<file path="src/rtl/softmax_job_sched_if.sv">
// Requester, engine and completion signals of the softmax job scheduler.
// The scheduler uses master; the requesters/engine side uses slave.
interface softmax_job_sched_if #(
    parameter int NUM_REQ  = 2,
    parameter int ID_W     = 1,
    parameter int ADDRSIZE = 9
);
    logic [NUM_REQ-1:0]          req;
    logic [NUM_REQ*ADDRSIZE-1:0] req_start_addr;
    logic [NUM_REQ*ADDRSIZE-1:0] req_end_addr;
    logic [NUM_REQ-1:0]          ack;
    logic                        eng_reset;
    logic                        eng_init;
    logic                        eng_start;
    logic [ADDRSIZE-1:0]         eng_start_addr;
    logic [ADDRSIZE-1:0]         eng_end_addr;
    logic                        eng_done;
    logic                        out_valid;
    logic [ID_W-1:0]             out_id;
    logic                        cmpl_valid;
    logic [ID_W-1:0]             cmpl_id;
    logic                        cmpl_err;
    logic                        busy;

    modport master (
        input  req, req_start_addr, req_end_addr, eng_done,
        output ack, eng_reset, eng_init, eng_start, eng_start_addr, eng_end_addr,
               out_valid, out_id, cmpl_valid, cmpl_id, cmpl_err, busy
    );

    modport slave (
        output req, req_start_addr, req_end_addr, eng_done,
        input  ack, eng_reset, eng_init, eng_start, eng_start_addr, eng_end_addr,
               out_valid, out_id, cmpl_valid, cmpl_id, cmpl_err, busy
    );
endinterface

</file>
<file path="src/rtl/softmax_job_sched.sv">
// Round-robin job scheduler for one softmax engine: arbitrates requesters,
// sequences engine reset/init/start/done, tags outputs and reports completion.
module softmax_job_sched #(
    parameter int NUM_REQ  = 2,
    parameter int ID_W     = 1,
    parameter int ADDRSIZE = 9,
    parameter int TIMEOUT  = 4096,
    parameter int TMO_W    = 16
) (
    input  logic clk,
    input  logic reset,
    softmax_job_sched_if.master bus
);
    typedef enum logic [2:0] {
        S_IDLE, S_RST, S_INIT, S_START, S_RUN, S_STREAM, S_CMPL
    } state_t;

    state_t              state, state_nx;
    logic [ID_W-1:0]     ptr, id_q, gnt_idx;
    logic                started;
    logic                gnt_found, job_ok, tmo_hit, err_q, eng_reset_q;
    logic [ADDRSIZE-1:0] start_q, end_q, sel_start, sel_end;
    logic [TMO_W-1:0]    wdog;

    // Scan from the highest offset down so the lowest offset from the base wins.
    // Until the first grant the base is 0 rather than ptr+1.
    always_comb begin : arb
        int base;
        int idx;
        base      = started ? int'(ptr) + 1 : 0;
        idx       = 0;
        gnt_found = 1'b0;
        gnt_idx   = '0;
        sel_start = '0;
        sel_end   = '0;
        for (int k = NUM_REQ - 1; k >= 0; k--) begin
            idx = base + k;
            if (idx >= NUM_REQ) idx = idx - NUM_REQ;
            if (1'(bus.req >> idx)) begin
                gnt_found = 1'b1;
                gnt_idx   = ID_W'(idx);
                sel_start = ADDRSIZE'(bus.req_start_addr >> (idx * ADDRSIZE));
                sel_end   = ADDRSIZE'(bus.req_end_addr >> (idx * ADDRSIZE));
            end
        end
    end

    assign job_ok  = sel_end > sel_start;
    assign tmo_hit = (wdog == TMO_W'(TIMEOUT - 1));

    always_comb begin
        state_nx           = state;
        bus.ack            = '0;
        bus.eng_reset      = eng_reset_q;
        bus.eng_init       = (state == S_INIT);
        bus.eng_start      = (state == S_START);
        bus.eng_start_addr = start_q;
        bus.eng_end_addr   = end_q;
        // Engine outputs are valid whenever done is high after start, including
        // the RUN cycle in which done first rises.
        bus.out_valid      = (state == S_RUN || state == S_STREAM) && bus.eng_done && !tmo_hit;
        bus.out_id         = id_q;
        bus.cmpl_valid     = (state == S_CMPL);
        bus.cmpl_id        = id_q;
        bus.cmpl_err       = (state == S_CMPL) && err_q;
        bus.busy           = (state != S_IDLE);
        if (state == S_IDLE && gnt_found && reset)
            bus.ack = NUM_REQ'(1) << gnt_idx;
        case (state)
            S_IDLE:   if (gnt_found) state_nx = job_ok ? S_RST : S_CMPL;
            S_RST:    state_nx = S_INIT;
            S_INIT:   state_nx = S_START;
            S_START:  state_nx = S_RUN;
            S_RUN:    if (tmo_hit) state_nx = S_CMPL;
                      else if (bus.eng_done) state_nx = S_STREAM;
            S_STREAM: if (tmo_hit || !bus.eng_done) state_nx = S_CMPL;
            S_CMPL:   state_nx = S_IDLE;
            default:  state_nx = S_IDLE;
        endcase
    end

    always_ff @(posedge clk or negedge reset) begin
        if (!reset) begin
            state       <= S_IDLE;
            eng_reset_q <= 1'b1;
            ptr         <= '0;
            started     <= 1'b0;
            id_q        <= '0;
            start_q     <= '0;
            end_q       <= '0;
            err_q       <= 1'b0;
            wdog        <= '0;
        end else begin
            state       <= state_nx;
            eng_reset_q <= (state_nx == S_RST);
            if (state == S_IDLE && gnt_found) begin
                ptr     <= gnt_idx;
                started <= 1'b1;
                id_q    <= gnt_idx;
                start_q <= sel_start;
                end_q   <= sel_end;
                err_q   <= !job_ok;
            end
            if ((state == S_RUN || state == S_STREAM) && tmo_hit) err_q <= 1'b1;
            if (state == S_START) wdog <= '0;
            else if (state == S_RUN || state == S_STREAM) wdog <= wdog + 1'b1;
        end
    end
endmodule

</file>
<file path="src/flat_wrapper.sv">
// flat-port wrapper written by rule: the top's interface ports become plain ports
module softmax_job_sched_flat 
#(
    parameter int NUM_REQ  = 2,
    parameter int ID_W     = 1,
    parameter int ADDRSIZE = 9,
    parameter int TIMEOUT  = 4096,
    parameter int TMO_W    = 16
)
  (clk, reset, bus_req, bus_req_start_addr, bus_req_end_addr, bus_eng_done, bus_ack, bus_eng_reset, bus_eng_init, bus_eng_start, bus_eng_start_addr, bus_eng_end_addr, bus_out_valid, bus_out_id, bus_cmpl_valid, bus_cmpl_id, bus_cmpl_err, bus_busy);
  softmax_job_sched_if #(.NUM_REQ(NUM_REQ), .ID_W(ID_W), .ADDRSIZE(ADDRSIZE)) bus_i ();
  input  logic clk;
  input  logic reset;
  input wire logic [$bits(bus_i.req)-1:0] bus_req;
  input wire logic [$bits(bus_i.req_start_addr)-1:0] bus_req_start_addr;
  input wire logic [$bits(bus_i.req_end_addr)-1:0] bus_req_end_addr;
  input wire logic [$bits(bus_i.eng_done)-1:0] bus_eng_done;
  output wire logic [$bits(bus_i.ack)-1:0] bus_ack;
  output wire logic [$bits(bus_i.eng_reset)-1:0] bus_eng_reset;
  output wire logic [$bits(bus_i.eng_init)-1:0] bus_eng_init;
  output wire logic [$bits(bus_i.eng_start)-1:0] bus_eng_start;
  output wire logic [$bits(bus_i.eng_start_addr)-1:0] bus_eng_start_addr;
  output wire logic [$bits(bus_i.eng_end_addr)-1:0] bus_eng_end_addr;
  output wire logic [$bits(bus_i.out_valid)-1:0] bus_out_valid;
  output wire logic [$bits(bus_i.out_id)-1:0] bus_out_id;
  output wire logic [$bits(bus_i.cmpl_valid)-1:0] bus_cmpl_valid;
  output wire logic [$bits(bus_i.cmpl_id)-1:0] bus_cmpl_id;
  output wire logic [$bits(bus_i.cmpl_err)-1:0] bus_cmpl_err;
  output wire logic [$bits(bus_i.busy)-1:0] bus_busy;
  assign bus_i.req = bus_req;
  assign bus_i.req_start_addr = bus_req_start_addr;
  assign bus_i.req_end_addr = bus_req_end_addr;
  assign bus_i.eng_done = bus_eng_done;
  assign bus_ack = bus_i.ack;
  assign bus_eng_reset = bus_i.eng_reset;
  assign bus_eng_init = bus_i.eng_init;
  assign bus_eng_start = bus_i.eng_start;
  assign bus_eng_start_addr = bus_i.eng_start_addr;
  assign bus_eng_end_addr = bus_i.eng_end_addr;
  assign bus_out_valid = bus_i.out_valid;
  assign bus_out_id = bus_i.out_id;
  assign bus_cmpl_valid = bus_i.cmpl_valid;
  assign bus_cmpl_id = bus_i.cmpl_id;
  assign bus_cmpl_err = bus_i.cmpl_err;
  assign bus_busy = bus_i.busy;
  softmax_job_sched #(.NUM_REQ(NUM_REQ), .ID_W(ID_W), .ADDRSIZE(ADDRSIZE), .TIMEOUT(TIMEOUT), .TMO_W(TMO_W)) u_core (.clk(clk), .reset(reset), .bus(bus_i));
endmodule
</file>
<file path="config.mk">
export PLATFORM = sky130hd
export DESIGN_NAME = softmax_job_sched_flat
export DESIGN_NICKNAME = d
export VERILOG_FILES = /design/src/rtl/softmax_job_sched_if.sv /design/src/rtl/softmax_job_sched.sv /design/src/flat_wrapper.sv
export SDC_FILE = /design/constraint.sdc
export NUM_CORES = 1
export LEC_CHECK = 0
export BUFFER_PORTS_ARGS = -buffer_cell sky130_fd_sc_hd__buf_2
export CORE_UTILIZATION = 58
export CTS_BUF_LIST = sky130_fd_sc_hd__clkbuf_4 sky130_fd_sc_hd__clkbuf_8
export CTS_CLUSTER_DIAMETER = 30
export DETAILED_ROUTE_END_ITERATION = 10
export PLACE_DENSITY = 0.88
export SYNTH_ARGS = -nofsm -noshare
export SYNTH_HDL_FRONTEND = slang
export SYNTH_SLANG_ARGS = --single-unit
</file>
<file path="constraint.sdc">
create_clock -name clk -period 6.1 [get_ports clk]
set_clock_uncertainty 0.05 [all_clocks]
set_input_delay 1.22 -clock clk [delete_from_list [all_inputs] [get_ports clk]]
set_output_delay 1.22 -clock clk [all_outputs]
set_load 0.005 [all_outputs]
</file>
# Word level (Yosys, flattened, before mapping)
# Cells that the tools add are included.
dict set report word_totals {
  reg_bits 41
  inputBits 41
  output_inout_bits 29
  elab_cells 70
}
dict set report classes {
  add_sub_neg 5
  mul 2
  magnitude_cmp 3
  n_eq_ne 8
  n_shift 7
  mux 22
  n_reduce_logical 15
}
# cell n
set op_table {}
lappend op_table {{18-bit by 32-bit right shift with 9-bit output} 4}
lappend op_table {{32-bit 2-to-1 mux} 3}
lappend op_table {{32-bit by 3-bit >= comparator with 1-bit output, second input constant} 2}
lappend op_table {{32-bit by 5-bit multiplier with 32-bit output, second input constant} 2}
lappend op_table {{2-bit by 32-bit right shift with 1-bit output} 2}
lappend op_table {{32-bit by 3-bit subtractor with 32-bit output, second input constant} 2}
lappend op_table {{9-bit 2-to-1 mux} 4}
lappend op_table {{32-bit by 2-bit adder with 32-bit output, second input constant} 1}
lappend op_table {{16-bit 2-to-1 mux} 2}
lappend op_table {{3-bit one-hot mux with 6 select lines} 1}
lappend op_table {{16-bit by 1-bit adder with 16-bit output, second input constant} 1}
lappend op_table {{16-bit by 12-bit == test with 1-bit output, second input constant} 1}
lappend op_table {{3-bit 2-to-1 mux} 5}
lappend op_table {{3-bit == test, second input constant} 3}
lappend op_table {{9-bit greater-than comparator} 1}
lappend op_table {{3-bit by 1-bit == test with 1-bit output, second input constant} 2}
lappend op_table {{3-bit by 2-bit == test with 1-bit output, second input constant} 2}
lappend op_table {{1-bit logical AND} 6}
lappend op_table {{1-bit 2-to-1 mux} 6}
lappend op_table {{2-bit nonzero test} 2}
lappend op_table {{1-bit zero test} 3}
lappend op_table {{3-bit zero test} 1}
lappend op_table {{3-bit nonzero test} 1}
lappend op_table {{1-bit by 1-bit adder with 2-bit output, second input constant} 1}
lappend op_table {{other kinds (3)} 4}

# Longest topological paths before layout
# Gate-level depths: netlist of run 1.
dict set report logic_depth {
  word_depth 14
  ltp_mapped 11
}

# Worst setup path before layout of run 1
# No wires, ideal clock.
dict set report synth_timing {
  path_kind {in2reg}
  start {input port bus_req[1]}
  end {register u_core.state[1]}
  setup_ns 0.134
  t_arrival_ns 3.185
  required_ns 5.916
  path_slack_ns 2.732
  path_stages 9
  path_buffers 1
  cell_sequence {or3b_1 > a21oi_4 > buf_4 > a22oi_1 > ha_1 > nand4_1 > a211o_1 > a31oi_1 > o21ai_0}
}
dict set report synth_between {
  elab_chain_cells 7
  elab_cells_between_ends 12
}
# element line_no
set synth_lines {}
lappend synth_lines {{start: declaration} flat_wrapper.sv:14} ;# input wire logic [$bits(bus_i.req)-1:0] bus_req;
lappend synth_lines {{2-bit by 32-bit right shift with 1-bit output} softmax_job_sched.sv:39} ;# if (1'(bus.req >> idx)) begin
lappend synth_lines {{9-bit 2-to-1 mux (2 in a row)} softmax_job_sched.sv:39}
lappend synth_lines {{9-bit greater-than comparator} softmax_job_sched.sv:48} ;# assign job_ok = sel_end > sel_start;
lappend synth_lines {{3-bit 2-to-1 mux} softmax_job_sched.sv:70} ;# S_IDLE: if (gnt_found) state_nx = job_ok ? S_RST : S_CMPL;
lappend synth_lines {{3-bit 2-to-1 mux (*)} softmax_job_sched.sv:70}
lappend synth_lines {{3-bit one-hot mux with 6 select lines (*)} softmax_job_sched.sv:69} ;# case (state)
lappend synth_lines {{net u_core.state_nx[1]} softmax_job_sched.sv:18} ;# state_t state, state_nx;
lappend synth_lines {{end signal: assignment} softmax_job_sched.sv:94} ;# state <= state_nx;
lappend synth_lines {{end: declaration} softmax_job_sched.sv:18}
# Mark *: on every way through the listed nets, which the timed path passes. The rest lies on a longest branch.
# A chain may end at the register's enable or synchronous reset.

# Worst setup path in the final report of run 1
dict set report layout_timing {
  start {input port bus_req[1]}
  end {register u_core.state[2]}
}
# Same word-level chain as after synthesis.

==> results by stage, run 1 <==
Run status:
- The run finished with clean final reports.

Timing:
- The worst slew slack as a fraction of its limit is 0.374.
- The final count of pins violating max slew is 0.
- In the final timing run, aggregate negative setup slack is 0 ps.
- The number of endpoints failing setup at the final stage is 0.
- The top achievable clock speed is 0.276 GHz.
- The clock period minus worst slack is 3620 ps.
- Setup repair after global routing left no endpoint under its margin.
- Of the available clock period, the critical path in the final layout requires 0.594.
- At the pin with the least slew margin, the transition time is 939 ps.
- The number of hold violations in the final report is 0.

CTS:
- The cell at the root of the clock tree is sky130_fd_sc_hd__clkbuf_8.
- The clock drives 41 sinks.
- In this run, CTS created clock tree buffers numbering 5.
- The clock latency on the worst-skew pair is 290 ps.
- In this run, post-CTS hold repair placed 0 buffers.
- The clock tree from TritonCTS is done.
- The H-tree was split into 2 levels.
- After clock tree synthesis, the clock-pin slew on the worst setup and hold paths is 80 ps.
- The number of cells upsized or downsized after cts is 0.
- The clock passes through at most 2 buffers.
- Once the clock tree was built, the setup fixing pass inserted 0 buffers.

Worst setup path:
- The critical path is of the in2reg type.
- The startpoint class of the critical path is an input pin.
- The largest fanout on the critical path is 18.
- The data required time of the worst path is 6210 ps.
- In this run the critical register-to-register path is launched from u_core.ptr.
- The capturing element type of the critical path is a flip-flop.
- The data arrival at the endpoint of the critical path is 3730 ps.
- The most critical setup path has its startpoint at bus_req[1].

Hold path:
- The startpoint of the worst hold path is u_core.bus.eng_end_addr[4].
- The tightest min-delay check is of the reg2reg type.

Place:
- The count of input and output buffers is 69.
- At the end of routability-driven placement, the weighted congestion stood at 0.834.
- The HPWL after detailed placement is 4.02 mm.

Finish:
- The fraction of the core area covered by cells at the end of the flow is 0.720.
- The layout overhead on the synthesized area is 17.9%.
- The number of nets in the layout is 349.
- The diode insertion count for antenna repair is 0.
- The proportion of layout cells with a drive suffix above 1 is 0.336.

Synthesis:
- The synthesized netlist occupies a cell area of 2480 um^2.
- The leading cell type by number of instances after synthesis is sky130_fd_sc_hd__dfrtp_1.
- Each instance of the synthesized netlist takes up on average 10.7 um^2.
- Ranked by total cell area, the synthesized netlist is headed by sky130_fd_sc_hd__dfrtp_1, sky130_fd_sc_hd__ha_1, sky130_fd_sc_hd__mux2_4.
- Counting instances in the post-synthesis netlist gives the leading cell types as sky130_fd_sc_hd__dfrtp_1, sky130_fd_sc_hd__a21oi_1, sky130_fd_sc_hd__nand2_1.
- The synthesized netlist cell count is 231.
- The number of flops mapped to enable cells by yosys is 0.
- The yosys synthesis warning count is 0.
- Of the synthesized area, sequential elements account for 0.414.
- The total of flip-flops plus latches after synthesis is 41.
- The cell accounting for the most synthesized area is sky130_fd_sc_hd__dfrtp_1.
- The share of the synthesized area in the top cell type is 0.404.
- For this run, asynchronously set or reset flops after synthesis account for 1.00.
- The flip-flop cell with the highest count after synthesis is sky130_fd_sc_hd__dfrtp_1.
- The netlist uses 61 different library cells.

Job:
- The number of maximum-capacitance constraint violations is 0.

GRT:
- The first global-routing pass estimated 9.14 mm of wire.
- The initial antenna violation count is 0.
- For this run the aggregate overflow at the end of global routing stands at 0.
- The via count of the first global-routing pass came to 2049.
- The pin count of the biggest net entering global routing is 44.
- The overall global routing resource usage is 0.270.

Power and ir drop:
- The power density over cell area is 398 nW/um^2.
- After layout, the design draws a total of 0.00116 W.
- The worst voltage drop across the vdd grid is 215 uV.
- The static leakage is 1.43 nW.

Floorplan:
- The area of the die is 4540 um^2.
- The die height is 67.4 um.
- The total number of placement rows is 23.
- The core outline area is 4060 um^2.
- The number of top-level pins is 70.
- The initial utilization of the core area, before any placement, comes to 0.611.
- The width of the chip is 67.4 um.

Routing:
- The post-detailed-route via-to-cell ratio is 5.95.
- The final layout contains routed wiring with a total length of 5.46 mm.
- The count of TritonRoute iterations in the first routing pass is 4.
- The final route contains 2069 vias.
- The count of nets left with antenna violations once routing finished came out at 0.
- For this run, design rule violations remaining after detail routing come to 0.
- The detail-routed net length per standard cell is 15.7 um.
- After the first detailed-routing iteration, the DRC count stood at 149.
-- flip-flops by register name (all words and copies together), names as in the netlist --
name / cells
u_core.bus.eng_end_addr: 9
u_core.bus.eng_reset: 1
u_core.bus.eng_start_addr: 9
u_core.err_q: 1
u_core.ptr: 1
u_core.started: 1
u_core.state: 3
u_core.wdog: 16
-- final cells by class --
type | instances | area (um^2)
clock buffer | 5 | 68.8
clock inverter | 3 | 65.1
fill | 309 | 1130
inverter | 13 | 50.0
multi-input combinational | 167 | 1300
sequential | 41 | 1030
tap | 50 | 62.6
timing repair buffer | 69 | 345
-- worst max-delay path, stage by stage --
cell and delay [ps]:
sky130_fd_sc_hd__buf_2 130, sky130_fd_sc_hd__or3b_1 400, sky130_fd_sc_hd__a21oi_4 430, sky130_fd_sc_hd__a22oi_1 210, sky130_fd_sc_hd__ha_1 380, sky130_fd_sc_hd__nand4_1 170, sky130_fd_sc_hd__a211o_1 310, sky130_fd_sc_hd__a31oi_1 330
sky130_fd_sc_hd__o21ai_0 140
-- cell usage in the layout (no fill, tap or decap), types with 4 or more instances in the layout --
cell type                  count
sky130_fd_sc_hd__a21oi_1      13
sky130_fd_sc_hd__a22o_1        9
sky130_fd_sc_hd__a22oi_1       9
sky130_fd_sc_hd__buf_2        69
sky130_fd_sc_hd__clkbuf_8      5
sky130_fd_sc_hd__dfrtp_1      40
sky130_fd_sc_hd__ha_1         11
sky130_fd_sc_hd__inv_1        12
sky130_fd_sc_hd__mux2_4        7
sky130_fd_sc_hd__mux2i_1       9
sky130_fd_sc_hd__nand2_1      13
sky130_fd_sc_hd__nand3_1       6
sky130_fd_sc_hd__nand4_1       6
sky130_fd_sc_hd__nor2_1       12
sky130_fd_sc_hd__o21ai_0       4
sky130_fd_sc_hd__xnor2_1       5
sky130_fd_sc_hd__xor2_1        4
-- routing by layer --
layer  wire, um  GRT usage  up-vias
li1           -          -      984
met5          0          0        -
met1       2300      0.318      992
met4         68     0.0771        0
met2       2770      0.486       87
met3        323     0.0591        6
-- power by group --
group          internal (W)  total [W]  switching [W]
Sequential         0.000348   0.000415      0.0000671
Clock              0.000163   0.000257      0.0000946
Combinational      0.000239   0.000492       0.000253
-- kinds of logic after synthesis --
kind of cell	after synthesis	synth area share
flops	41	0.414
mux	19	0.0924
buf+inv	24	0.0611
fa+ha+maj	11	0.0555
other cells	1	0.00151
xor+xnor	9	0.0318
compound gates	57	0.165
simple gates	69	0.178
-- final timing paths --
path,slack [ps],cells after the start,end
hold / removal,460,1,u_core.bus.eng_end_addr[4]
hold reg to reg,460,1,u_core.bus.eng_end_addr[4]
setup reg to reg,3100,8,u_core.state[2]
min in group asynchronous,1020,1,u_core.wdog[3]
setup / recovery,2480,9,u_core.state[2]
max in group asynchronous,4400,1,u_core.bus.eng_start_addr[4]
-- stage by stage --
stage               hold WS, ps  worst slack [ps]  area, um^2  std cells
finish                      460              2480        2920        348
CTS                         465              2440        2920        348
detailed placement          439              2190        2790        340
global placement            437              2350        2790        340
global route                471              2290        2920        348
floorplan                   399              2730        2480        232
(Power assumes the default switching activity.)
==> inputs of run 2 (changes only) <==
ABC_AREA = 1   (was not set)
CORE_UTILIZATION = 57   (was 58)
PLACE_DENSITY = 0.83   (was 0.88)
clock period = 3.5 ns   (was 6.1 ns; I/O delays follow)
==> run 2 against run 1 <==
Net effect:
- core utilization fell by 2.9 points
- clock-buffer cell count rose by 2
- global-route usage rose by 0.79 points
- clock power rose by 28%
- combinational power rose to 2.8 times the previous value
- via count rose by 60%
- power rose by 110%
- non-clock buffer count rose by 6
- hold slack got worse by 46 ps
- wire length rose by 40%
- sequential share of layout area fell by 6.6 points
==> results by stage, run 2 <==
CTS:
- The cell at the root of the clock tree is sky130_fd_sc_hd__clkbuf_8.
- The clock tree from TritonCTS is done.
- For the worst-skew pair, the clock arrives at the later sink with an insertion delay of 300 ps.
- The maximum buffer depth of the clock tree is 2.
- The clock sink count is 41.
- Gates resized during post-CTS repair numbered 0.
- The clock slew seen by the registers of the worst setup and hold paths is 90 ps.
- The count of hold buffers inserted by post-cts repair is 0.
- The number of post-CTS setup repair buffers is 0.
- The total number of H-tree levels is 2.
- TritonCTS created 5 clock buffers.

Timing:
- Setup violations remaining at the end of the flow were counted as 0.
- Timing would allow up to 0.363 GHz.
- The setup TNS is 0 ps.
- The post-route clock period utilization is 0.788.
- Headroom to the max-slew limit came out at 0.650.
- The number of hold violations in the final report was 0.
- Setup repair after global routing left no endpoint under its margin.
- The clock period minus worst slack is 2760 ps.
- At the pin with the least slew margin, the transition time is 523 ps.
- The final count of pins violating max slew is 0.

Floorplan:
- The total number of placement rows is 26.
- The floorplan step defined a die boundary enclosing 5810 um^2.
- The number of top-level pins is 70.
- In this run the vertical extent of the chip is 76.2 um.
- From left edge to right edge, the die measures 76.2 um.
- The initial core utilization is 0.603.
- The core outline area is 5200 um^2.

Power and ir drop:
- Of the total power, the clock network draws 0.134.
- The static leakage is 2.03 nW.
- The worst-case IR drop observed on VDD is 359 uV.
- Of the total power, the share spent switching nets is 0.472.
- The internal portion of total power is 0.00130 W.
- The share of total power dissipated in sequential elements is 0.296.
- Of the total power, combinational logic draws 0.570.
- For this design the total switching power over the nets is 0.00116 W.
- For this design the ratio of total power to cell area is 683 nW/um^2.

Synthesis:
- Counting flops and latches in the post-synthesis netlist gives 41.
- The average instance in the mapped netlist occupies 6.51 um^2.
- By area the synthesized netlist is led by sky130_fd_sc_hd__dfrtp_1, sky130_fd_sc_hd__nand2_1, sky130_fd_sc_hd__inv_1.
- sky130_fd_sc_hd__nand2_1 is the most common cell in the netlist.
- The number of flops mapped to enable cells by yosys is 0.
- The Yosys step of the flow raised 0 warnings.
- The flip-flop cell with the highest count after synthesis is sky130_fd_sc_hd__dfrtp_1.
- The sequential cell area fraction in the yosys report is 0.327.
- The synthesized netlist occupies a cell area of 3140 um^2.
- Of all flip-flops after synthesis, the portion carrying an async set or reset was 1.00.
- The synthesized netlist cell count is 482.
- Of all cell types, the one taking the most synthesized area is sky130_fd_sc_hd__dfrtp_1.
- Ranked by instance count, the synthesized netlist is headed by sky130_fd_sc_hd__nand2_1, sky130_fd_sc_hd__inv_1, sky130_fd_sc_hd__dfrtp_1.
- The share of the synthesized area in the top cell type is 0.319.
- After synthesis, the netlist uses 32 different library cells.

GRT:
- In the global route stage, overall resource usage came out at 0.278.
- The via count of the first global-routing pass is 3018.
- The initial antenna violation count is 0.
- The first-pass GRT wire length is 13.0 mm.
- The pin count of the biggest net entering global routing is 42.
- The remaining global-route overflow is 0.

Routing:
- The first detailed-routing pass ran for 5 iterations.
- The post-detailed-route via-to-cell ratio is 5.34.
- The remaining antenna violation count after routing is 0.
- For this block, the initial DRC count from the detailed router was 275.
- The total via count after detailed routing is 3301.
- In the final routed layout, each cell accounts on average for 12.4 um.
- Summed over all layers, the routed wires come to 7.64 mm.
- The residual DRC count is 0.

Place:
- Detailed placement ended at an HPWL of 5.92 mm.
- After detailed placement, the design holds a cell count of 610.
- The congestion estimate from routability-driven global placement came to 0.882.
- The count of input and output buffers is 69.

Worst setup path:
- The largest stage delay on the critical path is 440 ps.
- The critical path goes through inv_2 -> nand2_2 -> nand2_1 -> nand3_1 -> inv_2 -> nand3_1 -> nand2_1 -> inv_1 -> ha_1 -> nand2_1 -> nor3_1 -> nand2_1 -> nand3_1 -> nand2_1 -> nand2_1 -> nand2_1.
- In this design, the critical path's most frequently occurring cell is sky130_fd_sc_hd__nand2_1.
- The data required time of the worst path is 3620 ps.
- The largest fanout on the critical path is 11.
- The capturing element type of the critical path is a flip-flop.
- The cell at the slowest stage of the critical path is sky130_fd_sc_hd__dfrtp_1.
- The data arrival at the endpoint of the critical path is 2880 ps.
- STA classifies the critical path startpoint as a flip-flop.
- By startpoint and endpoint, the worst setup path is classified as reg2reg.

Finish:
- The leading cell type in the layout, fill and taps excluded is sky130_fd_sc_hd__nand2_1.
- The register with the most flip-flops in the final layout is u_core.wdog.
- The proportion of layout cells with a drive suffix above 1 is 0.199.
- The number of nets in the layout is 599.
- The layout overhead on the synthesized area is 14.6%.
- Once layout is complete, the utilization of the core stands at 0.691.
- The register with the most flip-flops in the layout has 16 of them.
- In the layout the commonest cells are sky130_fd_sc_hd__nand2_1, sky130_fd_sc_hd__buf_2, sky130_fd_sc_hd__inv_1, sky130_fd_sc_hd__dfrtp_1, sky130_fd_sc_hd__nor2_1.
- The number of fillers in the final layout is 487.
- The finished layout holds 618 standard cells, fillers aside.
- 0 antenna diodes ended up in the layout.

Job:
- Max-cap violations in this run came to 0.

Run status:
- The flow ran to the end, and the final reports show no timing, DRC or antenna violations.

Hold path:
- The class of the tightest hold or removal check is in2async.
[run 2: changes by cell type in the layout (fill, tap and decap cells not counted), moves of 9 or more]
cell                       before  now
sky130_fd_sc_hd__a22oi_1        9    0
sky130_fd_sc_hd__inv_1         12   57
sky130_fd_sc_hd__mux2i_1        9    0
sky130_fd_sc_hd__nand2_1       13  175
sky130_fd_sc_hd__nand3_1        6   32
sky130_fd_sc_hd__nor2_1        12   38
sky130_fd_sc_hd__o211ai_2       0    9
sky130_fd_sc_hd__o21ai_1        1   26
[run 2: cell families (layout without fill, tap and decap cells)]
family,Yosys count,in the layout,synth area share
flip-flops,41,41,0.327
other,1,2,0.00119
AO/OA/AOI/OAI,67,67,0.138
adder cells (fa/ha/maj),11,11,0.0438
buffers and inverters,83,148,0.117
AND/OR/NAND/NOR,279,279,0.373
[run 2: metrics by stage]
stage                     hold slack, ps  area, um^2  power (W)  setup WS [ps]
after floorplan                      354        3140    0.00175            974
after global placement               414        3500    0.00207            679
after detailed placement             411        3500    0.00212            564
after CTS                            436        3600    0.00246            802
after global routing                 455        3600    0.00269            479
final                                413        3600    0.00246            742
[run 2: power by group through the flow]
stage / clock (W) / combinational, W / sequential, W
final: 0.000329 / 0.00140 / 0.000728
after global routing: 0.000351 / 0.00159 / 0.000744
after CTS: 0.000336 / 0.00140 / 0.000725
after detailed placement: 0 / 0.00139 / 0.000730
after global placement: 0 / 0.00134 / 0.000726
after floorplan: 0 / 0.00104 / 0.000718
[run 2: critical path: cells and delay by family (launching register included)]
family	cells	cell delay, ps
adders and majority gates	1	280
DFF	1	440
and+or+nand+nor	12	1470
buffers and inverters	3	400
[run 2: final cells by class]
class | instances | area, um^2 | share of cell area
clock buffer | 7 | 90.1 | 0.0250
multi-input combinational | 359 | 1750 | 0.486
inverter | 65 | 246 | 0.0685
tap | 70 | 87.6 | 0.0243
sequential | 41 | 1030 | 0.286
timing repair buffer | 75 | 390 | 0.109
clock inverter | 1 | 7.51 | 0.00209
[run 2: path summary, 6_finish.rpt]
path / startpoint / to / slack (ps) / depth (start not counted)
max: u_core.ptr / u_core.state[2] / 740 / 16
min: reset / u_core.wdog[0] / 410 / 2
max reg2reg: u_core.ptr / u_core.state[2] / 740 / 16
min reg2reg: u_core.bus.eng_start_addr[0] / u_core.bus.eng_start_addr[0] / 430 / 2
max in group asynchronous: reset / u_core.bus.eng_reset / 2610 / 2
min in group clk: u_core.bus.eng_start_addr[0] / u_core.bus.eng_start_addr[0] / 430 / 2
[run 2: metal layers]
layer	routed length, um	share of wire	track usage	up-vias
met5	0	0	0	-
met4	81	0.011	0.0769	0
met3	562	0.074	0.0455	13
met2	3580	0.47	0.468	145
met1	3410	0.45	0.368	1485
li1	-	-	-	1658
==> inputs of run 3 (changes only) <==
CORE_UTILIZATION = 51   (was 57)
PLACE_DENSITY = 0.79   (was 0.83)
clock period = 2.5 ns   (was 3.5 ns; I/O delays follow)
==> run 3 against run 2 <==
Net effect:
- wire length up 8.4%
- power is 66% higher
- critical endpoint unchanged
- global-route usage down 1.6 points
- via count up 4.8%
- highest routed layer unchanged
- cell area rose by 12%
==> results by stage, run 3 (same netlist as run 2, synthesis figures left out) <==
Routing:
- The post-detailed-route via-to-cell ratio is 5.25.
- The pre-antenna-repair detailed-routing pass consisted of 5 iterations.
- In the final routed layout, each cell accounts on average for 12.6 um.
- Summing over every cut layer, the via total after detailed routing is 3459.
- The remaining antenna violation count after routing is 0.
- The residual DRC count is 0.
- The detailed router finished its first iteration with 242 violations.
- The routed design has 8.28 mm of wire.

Timing:
- The number of hold violations in the final report is 0.
- The worst hold slack after final layout is 214 ps.
- The final count of pins violating max slew is 0.
- In the finished design, the share of the clock period the worst path needs comes to 0.974.
- The worst slew slack as a fraction of its limit is 0.659.
- Derived from the worst setup path, the maximum achievable clock frequency is 0.411 GHz.
- The actual slew at the worst max-slew pin is 512 ps.
- The number of endpoints failing setup at the final stage is 0.
- The worst path needs 2430 ps of the cycle, external delays included.
- Setup repair after global routing could not meet its margin everywhere.

CTS:
- After clock tree synthesis, the clock-pin slew on the worst setup and hold paths is 80 ps.
- The later pin in the worst-skew pair is clocked with a latency of 300 ps.
- The number of buffers added by the clock tree synthesis step is 5.
- The maximum buffer depth of the clock tree is 2.
- The cell sitting at the root of the clock tree is a sky130_fd_sc_hd__clkbuf_8.
- The total number of H-tree levels is 2.
- The clock sink count is 41.
- For this design, the CTS-stage hold fixing added 0 buffers.
- TritonCTS built the clock tree.

Finish:
- Relative to the synthesized area, the layout overhead comes to 28.3%.
- In the final layout, the share of cells above drive strength 1 is 0.274.
- The register with the most flip-flops in the layout has 16 of them.
- The net count of the finished layout is 635.
- The register ranked first by flip-flop count is u_core.wdog.
- The leading cell type in the layout, fill and taps excluded is sky130_fd_sc_hd__nand2_1.
- The sequential cell area is 1030 um^2.
- The filler cells instantiated in the layout total 506.
- In the layout the commonest cells are sky130_fd_sc_hd__nand2_1, sky130_fd_sc_hd__buf_2, sky130_fd_sc_hd__inv_1, sky130_fd_sc_hd__dfrtp_1, sky130_fd_sc_hd__nor2_1.
- The multi-input combinational cell area is 1870 um^2.
- The diode insertion count for antenna repair is 0.

Worst setup path:
- The capturing element type of the critical path is a flip-flop.
- The critical path is of the reg2reg type.
- At the worst endpoint, the arrival time is 2560 ps.
- Along the worst path, the maximum fanout reaches 6.
- The data required time of the worst path is 2630 ps.
- The startpoint class of the critical path is a flip-flop.

Place:
- The global placement routability congestion is 0.872.
- After legalization and detailed placement, the total HPWL measured 5.88 mm.
- The count of input and output buffers is 69.

Power and ir drop:
- The share of total power dissipated in the clock network is 0.107.
- For this design the static power due to leakage is 2.25 nW.
- The worst voltage drop across the vdd grid is 589 uV.
- The reported net switching power is 0.00188 W.
- The internal portion of total power is 0.00221 W.
- The switching share of total power is 0.460.
- The power density over cell area is 1020 nW/um^2.
- The share of total power in sequential cells is 0.246.
- Of the total power, combinational logic draws 0.647.
- Total power for the finished layout comes to 0.00409 W.

Floorplan:
- The initial core utilization is 0.530.
- The number of top-level pins is 70.
- The area of the die is 6470 um^2.
- The width of the chip is 80.5 um.
- The total number of placement rows is 28.
- The total area inside the core boundary comes to 5920 um^2.
- The floorplan step set the die height to 80.5 um.

Hold path:
- The min-delay analysis places its worst path in the category in2async.

GRT:
- The initial antenna violation count came to 0.
- The pin count of the biggest net entering global routing is 42.
- The total overflow left after global routing is 0.
- The overall global routing resource usage is 0.262.
- The via count of the first global-routing pass is 2898.
- The first-pass GRT wire length is 13.1 mm.

Job:
- The number of maximum-capacitance constraint violations is 0.

Run status:
- The run finished with clean final reports.
run 3: cell type report:
cell class	instances	area share
clock buffers	5	0.0171
clock inverters	3	0.00435
inverters	65	0.0618
multi-input cells	360	0.464
flip-flops and latches	41	0.255
well taps	75	0.0233
repair buffers	110	0.174
run 3: repair_timing:
action	CTS	global route
pin swaps	0	9
gates resized for setup	3	30
setup endpoints to repair	3	5
gates cloned	0	1
setup buffers	0	12
run 3: per-stage QoR:
stage          setup WS (ps)  std cells  TNS, ps  area, um^2   util
4_1_cts                 19.8        646        0        3780  0.639
3_3_place_gp           -58.9        638     -162        3680  0.621
2_1_floorplan            135        483        0        3140      -
6_report                65.4        659        0        4030  0.680
3_5_place_dp            -114        638     -384        3680  0.621
5_1_grt                 -133        659     -451        4030  0.680
run 3: worst paths after layout:
| check | startpoint | to | slack (ps) | cells after the start |
|---|---|---|---|---|
| max in group asynchronous | reset | u_core.bus.eng_reset | 1830 | 2 |
| min in group clk | u_core.bus.eng_end_addr[5] | u_core.bus.eng_end_addr[5] | 440 | 2 |
| worst min-delay path | reset | u_core.bus.eng_start_addr[7] | 210 | 2 |
| worst max register to register | u_core.ptr | u_core.state[2] | 70 | 17 |
| worst min register to register | u_core.bus.eng_end_addr[5] | u_core.bus.eng_end_addr[5] | 440 | 2 |
| worst max-delay path | u_core.ptr | u_core.state[2] | 70 | 17 |
run 3: per-layer routing:
layer | up-vias | global-route usage | wire [um]
li1 | 1732 | - | -
met1 | 1584 | 0.354 | 3750
met3 | 16 | 0.0557 | 550
met5 | - | 0 | 0
met4 | 0 | 0.0661 | 115
met2 | 127 | 0.422 | 3860
run 3: power by group through the flow:
stage / clock [W] / sequential (W) / combinational, W
after floorplan: 0 / 0.00101 / 0.00145
after global placement: 0 / 0.00101 / 0.00210
after detailed placement: 0 / 0.00101 / 0.00215
after CTS: 0.000445 / 0.00100 / 0.00218
after global routing: 0.000480 / 0.00102 / 0.00295
final: 0.000439 / 0.00100 / 0.00265
run 3: critical path, stage by stage, from the launching register on:
cell                       delay (ps)
sky130_fd_sc_hd__dfrtp_1          390
sky130_fd_sc_hd__inv_2             80
sky130_fd_sc_hd__nand2_4           90
sky130_fd_sc_hd__o21ai_4          280
sky130_fd_sc_hd__clkinv_4         130
sky130_fd_sc_hd__buf_6            150
sky130_fd_sc_hd__o211ai_1         100
sky130_fd_sc_hd__nand2_1          100
sky130_fd_sc_hd__inv_1             70
sky130_fd_sc_hd__ha_1             160
sky130_fd_sc_hd__nand2_2           80
sky130_fd_sc_hd__buf_4            140
sky130_fd_sc_hd__nor2_1           120
sky130_fd_sc_hd__nand2_1           90
sky130_fd_sc_hd__nand3_2           90
sky130_fd_sc_hd__nand2_1           70
sky130_fd_sc_hd__nand2_2           70
sky130_fd_sc_hd__nand2_1           50
